**src/rtl/pia8255_io_if.sv**
```systemverilog
// rtl/pia8255_io_if.sv - registered CPU bus between the address decoder and the PIA
interface pia8255_io_if;
   logic       enable;
   logic       rnw;
   logic [1:0] addr;
   logic [7:0] din;
   logic [7:0] dout;

   modport master (output enable, output rnw, output addr, output din, input dout);
   modport slave  (input enable, input rnw, input addr, input din, output dout);
endinterface

```
**src/rtl/pia8255_io.sv**
```systemverilog
// rtl/pia8255_io.sv - 8255-compatible PIA: mode 0 ports, BSR, mode 1 strobed handshakes with irq
module pia8255_io #(
   parameter logic [7:0] CTRL_RESET  = 8'h9B,
   parameter int         SYNC_STAGES = 2,
   parameter logic [7:0] UNUSED_RD   = 8'h00
) (
   input  logic         clk,
   input  logic         reset_n,
   pia8255_io_if.slave  bus,
   input  logic [7:0]   pa_in,
   input  logic [7:0]   pb_in,
   input  logic [7:0]   pc_in,
   output logic [7:0]   pa_out,
   output logic [7:0]   pb_out,
   output logic [7:0]   pc_out,
   output logic [7:0]   pa_oe,
   output logic [7:0]   pb_oe,
   output logic [7:0]   pc_oe,
   output logic         irq
);

   localparam int NS = (SYNC_STAGES < 1) ? 1 : SYNC_STAGES;

   logic [7:0] ctrl;
   logic [7:0] pa_lat, pb_lat, pc_lat, ina_lat, inb_lat;
   logic       ibf_a, obf_a_n, intr_a, inte_a;
   logic       ibf_b, obf_b_n, intr_b, inte_b;
   logic [7:0] pa_sync [NS];
   logic [7:0] pb_sync [NS];
   logic [7:0] pc_sync [NS];
   logic [7:0] pa_s, pb_s, pc_s, pc_prev;
   logic [7:0] stat_mask, stat_val, stb_mask;

   logic a_m1, a_in, b_m1, b_in, a_in_m1, a_out_m1;
   logic wr, rd, wr_ctrl, wr_bsr, wr_a, wr_b, rd_a, rd_b;
   logic [2:0] bsr_bit;
   logic bsr_inte_a, bsr_inte_b, bsr_lat;
   logic stb_a_fall, stb_a_rise, ack_a_fall, ack_a_rise, hs_b_fall, hs_b_rise;

   assign a_m1     = (ctrl[6:5] == 2'b01);
   assign a_in     = ctrl[4];
   assign b_m1     = ctrl[2];
   assign b_in     = ctrl[1];
   assign a_in_m1  = a_m1 & a_in;
   assign a_out_m1 = a_m1 & ~a_in;

   assign pa_s = pa_sync[NS-1];
   assign pb_s = pb_sync[NS-1];
   assign pc_s = pc_sync[NS-1];

   assign wr      = bus.enable & ~bus.rnw;
   assign rd      = bus.enable & bus.rnw;
   assign wr_ctrl = wr & (bus.addr == 2'd3) & bus.din[7];
   assign wr_bsr  = wr & (bus.addr == 2'd3) & ~bus.din[7];
   assign wr_a    = wr & (bus.addr == 2'd0);
   assign wr_b    = wr & (bus.addr == 2'd1);
   assign rd_a    = rd & (bus.addr == 2'd0);
   assign rd_b    = rd & (bus.addr == 2'd1);

   // BSR on a handshake strobe bit programs INTE; BSR on a status output is dropped
   assign bsr_bit    = bus.din[3:1];
   assign bsr_inte_a = (a_in_m1 && bsr_bit == 3'd4) || (a_out_m1 && bsr_bit == 3'd6);
   assign bsr_inte_b = b_m1 && bsr_bit == 3'd2;
   assign bsr_lat    = wr_bsr & ~stat_mask[bsr_bit] & ~bsr_inte_a & ~bsr_inte_b;

   assign stb_a_fall = a_in_m1  &  pc_prev[4] & ~pc_s[4];
   assign stb_a_rise = a_in_m1  & ~pc_prev[4] &  pc_s[4];
   assign ack_a_fall = a_out_m1 &  pc_prev[6] & ~pc_s[6];
   assign ack_a_rise = a_out_m1 & ~pc_prev[6] &  pc_s[6];
   assign hs_b_fall  = b_m1     &  pc_prev[2] & ~pc_s[2];
   assign hs_b_rise  = b_m1     & ~pc_prev[2] &  pc_s[2];

   always_comb begin
      stat_mask = 8'h00;
      stat_val  = 8'h00;
      stb_mask  = 8'h00;
      if (a_in_m1) begin
         stat_mask[5] = 1'b1;
         stat_mask[3] = 1'b1;
         stb_mask[4]  = 1'b1;
         stat_val[5]  = ibf_a;
         stat_val[3]  = intr_a;
      end
      if (a_out_m1) begin
         stat_mask[7] = 1'b1;
         stat_mask[3] = 1'b1;
         stb_mask[6]  = 1'b1;
         stat_val[7]  = obf_a_n;
         stat_val[3]  = intr_a;
      end
      if (b_m1) begin
         stat_mask[1] = 1'b1;
         stat_mask[0] = 1'b1;
         stb_mask[2]  = 1'b1;
         stat_val[1]  = b_in ? ibf_b : obf_b_n;
         stat_val[0]  = intr_b;
      end
   end

   assign pa_oe  = {8{~a_in}};
   assign pb_oe  = {8{~b_in}};
   assign pc_oe  = ({{4{~ctrl[3]}}, {4{~ctrl[0]}}} | stat_mask) & ~stb_mask;
   assign pa_out = pa_lat;
   assign pb_out = pb_lat;
   assign pc_out = (pc_lat & ~stat_mask) | (stat_val & stat_mask);
   assign irq    = intr_a | intr_b;

   always_comb begin
      bus.dout = UNUSED_RD;
      case (bus.addr)
         2'd0:    bus.dout = a_in ? (a_m1 ? ina_lat : pa_s) : pa_lat;
         2'd1:    bus.dout = b_in ? (b_m1 ? inb_lat : pb_s) : pb_lat;
         2'd2:    bus.dout = (pc_out & pc_oe) | (pc_s & ~pc_oe);
         default: bus.dout = UNUSED_RD;
      endcase
   end

   always_ff @(posedge clk or negedge reset_n) begin
      if (!reset_n) begin
         for (int i = 0; i < NS; i++) begin
            pa_sync[i] <= 8'h00;
            pb_sync[i] <= 8'h00;
            pc_sync[i] <= 8'h00;
         end
         pc_prev <= 8'h00;
      end else begin
         pa_sync[0] <= pa_in;
         pb_sync[0] <= pb_in;
         pc_sync[0] <= pc_in;
         for (int i = 1; i < NS; i++) begin
            pa_sync[i] <= pa_sync[i-1];
            pb_sync[i] <= pb_sync[i-1];
            pc_sync[i] <= pc_sync[i-1];
         end
         pc_prev <= pc_s;
      end
   end

   always_ff @(posedge clk or negedge reset_n) begin
      if (!reset_n) begin
         ctrl    <= CTRL_RESET;
         pa_lat  <= 8'h00;
         pb_lat  <= 8'h00;
         pc_lat  <= 8'h00;
         ina_lat <= 8'h00;
         inb_lat <= 8'h00;
         ibf_a   <= 1'b0;
         obf_a_n <= 1'b1;
         intr_a  <= 1'b0;
         inte_a  <= 1'b0;
         ibf_b   <= 1'b0;
         obf_b_n <= 1'b1;
         intr_b  <= 1'b0;
         inte_b  <= 1'b0;
      end else if (wr_ctrl) begin
         ctrl    <= bus.din;
         pa_lat  <= 8'h00;
         pb_lat  <= 8'h00;
         pc_lat  <= 8'h00;
         ibf_a   <= 1'b0;
         obf_a_n <= 1'b1;
         intr_a  <= 1'b0;
         inte_a  <= 1'b0;
         ibf_b   <= 1'b0;
         obf_b_n <= 1'b1;
         intr_b  <= 1'b0;
         inte_b  <= 1'b0;
      end else begin
         if (wr_a) pa_lat <= bus.din;
         if (wr_b) pb_lat <= bus.din;
         if (wr && bus.addr == 2'd2) pc_lat <= bus.din;
         if (bsr_lat) pc_lat[bsr_bit] <= bus.din[0];
         if (wr_bsr && bsr_inte_a) inte_a <= bus.din[0];
         if (wr_bsr && bsr_inte_b) inte_b <= bus.din[0];

         // A strobe fall beats a simultaneous CPU read: fresh data stays flagged
         if (a_in_m1) begin
            if (rd_a) begin
               ibf_a  <= 1'b0;
               intr_a <= 1'b0;
            end
            if (stb_a_fall) begin
               ina_lat <= pa_s;
               ibf_a   <= 1'b1;
               intr_a  <= 1'b0;
            end else if (stb_a_rise && ibf_a && inte_a && !rd_a) begin
               intr_a <= 1'b1;
            end
         end
         if (a_out_m1) begin
            if (wr_a) begin
               obf_a_n <= 1'b0;
               intr_a  <= 1'b0;
            end else begin
               if (ack_a_fall) obf_a_n <= 1'b1;
               if (ack_a_rise && obf_a_n && inte_a) intr_a <= 1'b1;
            end
         end

         if (b_m1 && b_in) begin
            if (rd_b) begin
               ibf_b  <= 1'b0;
               intr_b <= 1'b0;
            end
            if (hs_b_fall) begin
               inb_lat <= pb_s;
               ibf_b   <= 1'b1;
               intr_b  <= 1'b0;
            end else if (hs_b_rise && ibf_b && inte_b && !rd_b) begin
               intr_b <= 1'b1;
            end
         end
         if (b_m1 && !b_in) begin
            if (wr_b) begin
               obf_b_n <= 1'b0;
               intr_b  <= 1'b0;
            end else begin
               if (hs_b_fall) obf_b_n <= 1'b1;
               if (hs_b_rise && obf_b_n && inte_b) intr_b <= 1'b1;
            end
         end
      end
   end

endmodule

```
**src/flat_wrapper.sv**
```systemverilog
// flat-port wrapper written by rule: the top's interface ports become plain ports
module pia8255_io_flat 
#(
   parameter logic [7:0] CTRL_RESET  = 8'h9B,
   parameter int         SYNC_STAGES = 2,
   parameter logic [7:0] UNUSED_RD   = 8'h00
)
  (clk, reset_n, pa_in, pb_in, pc_in, pa_out, pb_out, pc_out, pa_oe, pb_oe, pc_oe, irq, bus_enable, bus_rnw, bus_addr, bus_din, bus_dout);
  pia8255_io_if bus_i ();
  input  logic clk;
  input  logic reset_n;
  input  logic [7:0] pa_in;
  input  logic [7:0] pb_in;
  input  logic [7:0] pc_in;
  output logic [7:0] pa_out;
  output logic [7:0] pb_out;
  output logic [7:0] pc_out;
  output logic [7:0] pa_oe;
  output logic [7:0] pb_oe;
  output logic [7:0] pc_oe;
  output logic irq;
  input wire logic [$bits(bus_i.enable)-1:0] bus_enable;
  input wire logic [$bits(bus_i.rnw)-1:0] bus_rnw;
  input wire logic [$bits(bus_i.addr)-1:0] bus_addr;
  input wire logic [$bits(bus_i.din)-1:0] bus_din;
  output wire logic [$bits(bus_i.dout)-1:0] bus_dout;
  assign bus_i.enable = bus_enable;
  assign bus_i.rnw = bus_rnw;
  assign bus_i.addr = bus_addr;
  assign bus_i.din = bus_din;
  assign bus_dout = bus_i.dout;
  pia8255_io #(.CTRL_RESET(CTRL_RESET), .SYNC_STAGES(SYNC_STAGES), .UNUSED_RD(UNUSED_RD)) u_core (.clk(clk), .reset_n(reset_n), .bus(bus_i), .pa_in(pa_in), .pb_in(pb_in), .pc_in(pc_in), .pa_out(pa_out), .pb_out(pb_out), .pc_out(pc_out), .pa_oe(pa_oe), .pb_oe(pb_oe), .pc_oe(pc_oe), .irq(irq));
endmodule
```
**config.mk**
```make
export PLATFORM = sky130hd
export DESIGN_NAME = pia8255_io_flat
export DESIGN_NICKNAME = d
export VERILOG_FILES = /design/src/rtl/pia8255_io_if.sv /design/src/rtl/pia8255_io.sv /design/src/flat_wrapper.sv
export SDC_FILE = /design/constraint.sdc
export NUM_CORES = 1
export LEC_CHECK = 0
export CORE_ASPECT_RATIO = 1.75
export CORE_MARGIN = 2
export CORE_UTILIZATION = 51
export DETAILED_ROUTE_END_ITERATION = 8
export HOLD_SLACK_MARGIN = 0.12
export MAX_ROUTING_LAYER = met4
export PLACE_DENSITY = 0.77
export SYNTH_ARGS = -nofsm -noshare
export SYNTH_HDL_FRONTEND = slang
export SYNTH_SLANG_ARGS = --single-unit
export TNS_END_PERCENT = 20
```
**constraint.sdc**
```tcl
create_clock -name clk -period 2.55 [get_ports clk]
set_clock_uncertainty 0.1 [all_clocks]
set_input_delay 0.3825 -clock clk [delete_from_list [all_inputs] [get_ports clk]]
set_output_delay 0.3825 -clock clk [all_outputs]
set_load 0.01 [all_outputs]
```
==> metrics.txt, run 1 <==
result of the run=completed; number of nets in the synthesized netlist=465; most numerous cell types in the synthesized netlist=sky130_fd_sc_hd__dfrtp_1, sky130_fd_sc_hd__nand2_1, sky130_fd_sc_hd__nor2_1, sky130_fd_sc_hd__mux2_2, sky130_fd_sc_hd__a21oi_1; worst-margin pin slew=0.641 ns; type of element capturing the critical path=output port; final critical-path share of the clock period=99.5%; CP endpoint=bus_dout[7]; detailed placement HPWL=9.71 mm; DR iter-0 viols=238; highest ir drop seen on vdd=0.000553 V; floorplan row count=46; detail-routed via count per cell=5.54; Worst Path Class, Setup=reg2out; worst endpoint required time=2.07 ns; most numerous cell in the Yosys netlist=sky130_fd_sc_hd__dfrtp_1; power per cell area=875 nW/um2; endpoint of the worst register-to-register path=u_core.inb_lat[2]; count of flip-flops with a built-in enable after synthesis=0; number of standard cells after synthesis=427; global-route wire length before repair=20.2 mm; via count of the first global-routing pass=3801; leading area contributor after synthesis=sky130_fd_sc_hd__dfrtp_1; flip-flop and latch count after synthesis=106; number of antenna cells inserted=0; Setup-failing EPs final=0; most common flop cell mapped by yosys=sky130_fd_sc_hd__dfrtp_1; vias after detailed routing=3645; number of H-tree levels=3; pin count of the biggest net entering global routing=60; TritonCTS clock tree=built; global route total overflow=0; Synth area leaders=sky130_fd_sc_hd__dfrtp_1, sky130_fd_sc_hd__nand2_1, sky130_fd_sc_hd__mux2_2, sky130_fd_sc_hd__mux2i_1, sky130_fd_sc_hd__dfstp_2; Die Ht=130 um; clk sinks=106; final routed DRC violation total=0; clock root cell=sky130_fd_sc_hd__clkbuf_16; average wire per standard cell=19.7 um; TritonCTS Buffers=9; worst-case register-to-register setup slack=0.33 ns; Port Buf Inserts=94; overall die width=76 um; type of the tightest min-delay check=reg2reg; maximum fanout along the worst path=6; count of maximum capacitance violations=0; setup slack after layout=0.0125 ns; proportion of layout cells with a drive suffix above 1=21.2%; insertion delay to the later sink of the worst-skew pair=0.34 ns; max_slew headroom=56.2%; antenna violations before repair=0; Critical Path Start=u_core.ctrl[6]; count of unique library cells instantiated by Yosys=42; part of the Yosys area used for sequential elements=57.5%; antenna violation net count after detailed routing=0; clock-pin transition on the worst setup and hold timing paths=0.07 ns; post-route core utilization=69.4%; f_max=394 MHz; setup slack after placement=-0.288 ns; RSZ-0062 raised after global routing=true; IO Pins=95; initial core utilization=51.9%; Startpoint Class=flip-flop; number of iterations in the first detailed-routing pass=4; Fin Hold WS=0.249 ns; clock buffer depth=2; Layout area overhead=33.9%; area share of the largest cell type after synthesis=54.1%; synthesized cell area=4630 um2; number of inserted filler cells in the final layout=705; floorplan core area=8920 um2; combined global-route utilization of all metal layers=28.3%; max-slew violation total from the final report=0; die area=9880 um2; minimum clock period after layout=2.54 ns; number of endpoints with negative hold slack in the final report=0; warnings from Yosys=0; post-synthesis async set-or-reset flop share=100%; Layout Nets=571; wire length reported by the detailed router=13.0 mm; LEAKAGE=2.75 nW; cell depth of the worst flop-to-flop path=5; startpoint of the lowest-slack register-to-register path=u_core.ctrl[1]; Placer Congestion=0.997; critical path data arrival time=2.05 ns; synthesized area per cell=10.8 um2
## worst min-delay path by stage
stage	start	endpoint	slack, ns	cells after the start
3_3_place_gp	reset_n	u_core.pa_sync[11]	0.12	1
4_1_cts	u_core.pb_sync[14]	u_core.pb_s[6]	0.25	0
6_report	u_core.pb_sync[14]	u_core.pb_s[6]	0.25	0
2_1_floorplan	reset_n	u_core.ctrl[2]	-0.01	0
3_5_place_dp	reset_n	u_core.pa_sync[13]	0.12	1
5_1_grt	u_core.pa_sync[12]	u_core.pa_s[4]	0.26	0
## cell type report
class	instances	area [um2]	share of cell area, %
clock buffer	10	239	3.86
clock inverter	6	97.6	1.58
inverter	7	26.3	0.424
multi-input combinational	276	1750	28.3
sequential	106	2660	43.0
tap	120	150	2.42
timing repair buffer	133	1260	20.4
## state kept, by name, indices dropped and copies added (netlist names), 8 cells and up
register,count
u_core.pb_sync,8
u_core.pa_out,8
u_core.inb_lat,8
u_core.ina_lat,8
u_core.pc_lat,8
u_core.pa_sync,8
u_core.pb_out,8
u_core.pa_s,8
u_core.pc_s,8
u_core.pb_s,8
u_core.pc_sync,8
## placed cells by master, fill, tap and decap left out, types with 6 or more instances in the layout
master / netlist / routed
sky130_fd_sc_hd__a211oi_1: 6 / 6
sky130_fd_sc_hd__a21oi_1: 23 / 23
sky130_fd_sc_hd__a221o_1: 8 / 8
sky130_fd_sc_hd__a31oi_1: 9 / 7
sky130_fd_sc_hd__buf_4: 19 / 35
sky130_fd_sc_hd__clkbuf_16: 0 / 9
sky130_fd_sc_hd__clkdlybuf4s50_1: 0 / 84
sky130_fd_sc_hd__dfrtp_1: 100 / 97
sky130_fd_sc_hd__dfstp_2: 6 / 6
sky130_fd_sc_hd__inv_1: 7 / 7
sky130_fd_sc_hd__mux2_2: 26 / 26
sky130_fd_sc_hd__mux2i_1: 21 / 19
sky130_fd_sc_hd__nand2_1: 84 / 84
sky130_fd_sc_hd__nand3_1: 8 / 8
sky130_fd_sc_hd__nor2_1: 29 / 26
sky130_fd_sc_hd__o21ai_0: 16 / 14
## repair_timing
action	in CTS	in global routing
pin swaps	1	2
endpoints found under the setup margin	9	11
resized for setup	19	13
hold buffers	1	0
gates cloned	0	0
hold endpoints to repair	100	0
setup buffers	2	1
## layer usage
metal / GRT usage (%) / part of all wire (%) / vias up
met5: - / 0 / -
met4: 15.8 / 5.1 / 0
met3: 4.36 / 3.7 / 47
met2: 50.8 / 55 / 111
met1: 29.9 / 36 / 1811
li1: - / - / 1676
## worst max-delay path: stages, from the launching register on
cell and delay [ns]:
sky130_fd_sc_hd__dfrtp_2 0.44, sky130_fd_sc_hd__nor3b_2 0.27, sky130_fd_sc_hd__buf_4 0.18, sky130_fd_sc_hd__o21ai_0 0.13, sky130_fd_sc_hd__a221o_1 0.40, sky130_fd_sc_hd__dlygate4sd2_1 0.29
## where the power goes
group          leakage, nW  internal (W)  switching [W]
Sequential            1.26       0.00201       0.000234
Clock                0.165      0.000899       0.000620
Combinational         1.32      0.000891       0.000770
## cells by family after synthesis
group	synth area share [%]
AOI/OAI and AO/OA	10.2
xor gates and xnor gates	0.189
buffers and inverters	5.38
DFF	57.5
muxes	11.1
and+or+nand+nor	15.6
## per-stage QoR
stage               power [W]  TNS [ns]  std cells  area, um2
floorplan             0.00305         0        427       4630
global placement      0.00385     -1.00        638       5800
detailed placement    0.00389     -1.21        638       5800
CTS                   0.00544    -0.218        657       6180
global route          0.00567    -0.112        658       6190
finish                0.00542         0        658       6190
Note: power is estimated with default switching activity, not from simulation.
==> inputs of run 2 (changes only) <==
==> constraint.sdc (replaced) <==
create_clock -name clk -period 2.9 [get_ports clk]
set_clock_uncertainty 0.1 [all_clocks]
set_input_delay 0.435 -clock clk [delete_from_list [all_inputs] [get_ports clk]]
set_output_delay 0.435 -clock clk [all_outputs]
set_load 0.01 [all_outputs]
==> metrics.txt, run 2 (synthesis gave the netlist of run 1 again) <==
area of placed instances=5660 um2; clock root cell=sky130_fd_sc_hd__clkbuf_16; vias after detailed routing=3492; TritonCTS Buffers=9; max_slew headroom=58.7%; clock-pin transition on the worst setup and hold timing paths=0.07 ns; average wire per standard cell=19.7 um; Max stage delay cell, worst path=sky130_fd_sc_hd__clkdlybuf4s50_1; max-slew violation total from the final report=0; global-route wire length before repair=19.4 mm; number of endpoints with negative hold slack in the final report=0; insertion delay to the later sink of the worst-skew pair=0.35 ns; highest-count cells in the layout ignoring fill and taps=sky130_fd_sc_hd__dfrtp_1, sky130_fd_sc_hd__clkdlybuf4s50_1, sky130_fd_sc_hd__nand2_1, sky130_fd_sc_hd__mux2_2, sky130_fd_sc_hd__nor2_1; startpoint of the lowest-slack register-to-register path=u_core.ctrl[1]; cell area after layout=5990 um2; global route total overflow=0; Layout area overhead=29.5%; highest ir drop seen on vdd=0.000521 V; RSZ-0062 raised after global routing=true; CP endpoint=bus_dout[0]; minimum clock period after layout=2.87 ns; type of element capturing the critical path=output port; via count of the first global-routing pass=3611; IO Pins=95; cell occurring most often along the worst timing path=sky130_fd_sc_hd__mux2_2; Layout Nets=552; TritonCTS clock tree=built; detailed placement HPWL=9.49 mm; Setup TNS=0 ns; final routed DRC violation total=0; Die Ht=130 um; combined global-route utilization of all metal layers=27.3%; endpoint of the worst register-to-register path=u_core.inb_lat[2]; initial core utilization=51.9%; maximum fanout along the worst path=4; crit-path cells=mux2_2 -> mux2_2 -> a221o_1 -> clkdlybuf4s50_1; leading cell type in the layout, fill and taps excluded=sky130_fd_sc_hd__dfrtp_1; Critical Path Start=u_core.ctrl[2]; Placer Congestion=0.953; cell depth of the worst flop-to-flop path=5; clk sinks=106; worst endpoint required time=2.37 ns; wire length reported by the detailed router=12.5 mm; number of H-tree levels=3; clock buffer depth=2; f_max=348 MHz; Port Buf Inserts=94; floorplan core area=8920 um2; number of antenna cells inserted=0; peak per-stage delay on the critical path=0.49 ns; critical path data arrival time=2.34 ns; type of the tightest min-delay check=reg2reg; number of iterations in the first detailed-routing pass=5; Worst Path Class, Setup=reg2out; power per cell area=761 nW/um2; detail-routed via count per cell=5.47; antenna violation net count after detailed routing=0; final critical-path share of the clock period=99.0%; overall die width=76 um; worst-case register-to-register setup slack=0.60 ns; LEAKAGE=2.64 nW; hold path startpoint=u_core.pa_sync[8]; count of maximum capacitance violations=0; post-route core utilization=67.2%; proportion of layout cells with a drive suffix above 1=16.4%; worst-margin pin slew=0.605 ns; Startpoint Class=flip-flop; DR iter-0 viols=230; result of the run=completed; floorplan row count=46; number of inserted filler cells in the final layout=719; Setup-failing EPs final=0; pin count of the biggest net entering global routing=64; antenna violations before repair=0; die area=9880 um2
run 2: cell types whose count changed in the layout (fill, tap and decap cells not counted), moves of 3 or more:
cell                              before  now
sky130_fd_sc_hd__clkinv_4              3    0
sky130_fd_sc_hd__buf_4                35   18
sky130_fd_sc_hd__dlygate4sd2_1         4    0
sky130_fd_sc_hd__clkdlybuf4s50_1      84   90
run 2: area by class of cell:
cell class                      instances  area (um2)  share of cell area [%]
Clock inverter                          6        73.8                    1.23
Timing Repair Buffer                  114        1120                    18.7
Multi-Input combinational cell        276        1730                    28.9
Tap cell                              120         150                    2.51
Clock buffer                            9         225                    3.76
Sequential cell                       106        2660                    44.4
Inverter                                7        26.3                   0.438
run 2: critical path: cells and delay by family (launching register included):
family	cells	cell delay [ns]
AOI/OAI and AO/OA	1	0.40
buffers and inverters	1	0.49
DFF	1	0.43
muxes	2	0.66
run 2: per-stage QoR:
stage | hold slack, ns | power [W] | cells | worst slack, ns
2_1_floorplan | 0.0394 | 0.00268 | 427 | 0.782
3_3_place_gp | 0.231 | 0.00331 | 622 | -0.00303
3_5_place_dp | 0.235 | 0.00335 | 622 | -0.0190
4_1_cts | 0.251 | 0.00459 | 638 | 0.00787
5_1_grt | 0.255 | 0.00477 | 638 | -0.0149
6_report | 0.250 | 0.00456 | 638 | 0.0288
run 2: power breakdown:
group / switching [W] / internal, W
clock network: 0.000556 / 0.000677
registers: 0.000199 / 0.00176
logic: 0.000643 / 0.000725
run 2: metal layers:
metal	share of wire (%)	global-route usage, %	up-vias
met4	3.9	16.6	0
met3	4.7	2.35	30
met1	36	29.6	1704
met5	0	-	-
li1	-	-	1632
met2	55	48.8	126
run 2: worst min path at each step:
stage	slack [ns]	cells past startpoint	end
2_1_floorplan	0.04	0	u_core.ctrl[2]
3_3_place_gp	0.23	0	u_core.pc_s[4]
3_5_place_dp	0.23	0	u_core.pc_s[7]
4_1_cts	0.25	0	u_core.pc_s[7]
5_1_grt	0.25	0	u_core.pa_s[2]
6_report	0.25	0	u_core.pa_s[0]
run 2: what timing repair did:
item,CTS,global route
buffers inserted,0,0
resized for setup,4,6
hold endpoints to repair,39,0
hold buffers,1,0
endpoints found under the setup margin,4,4
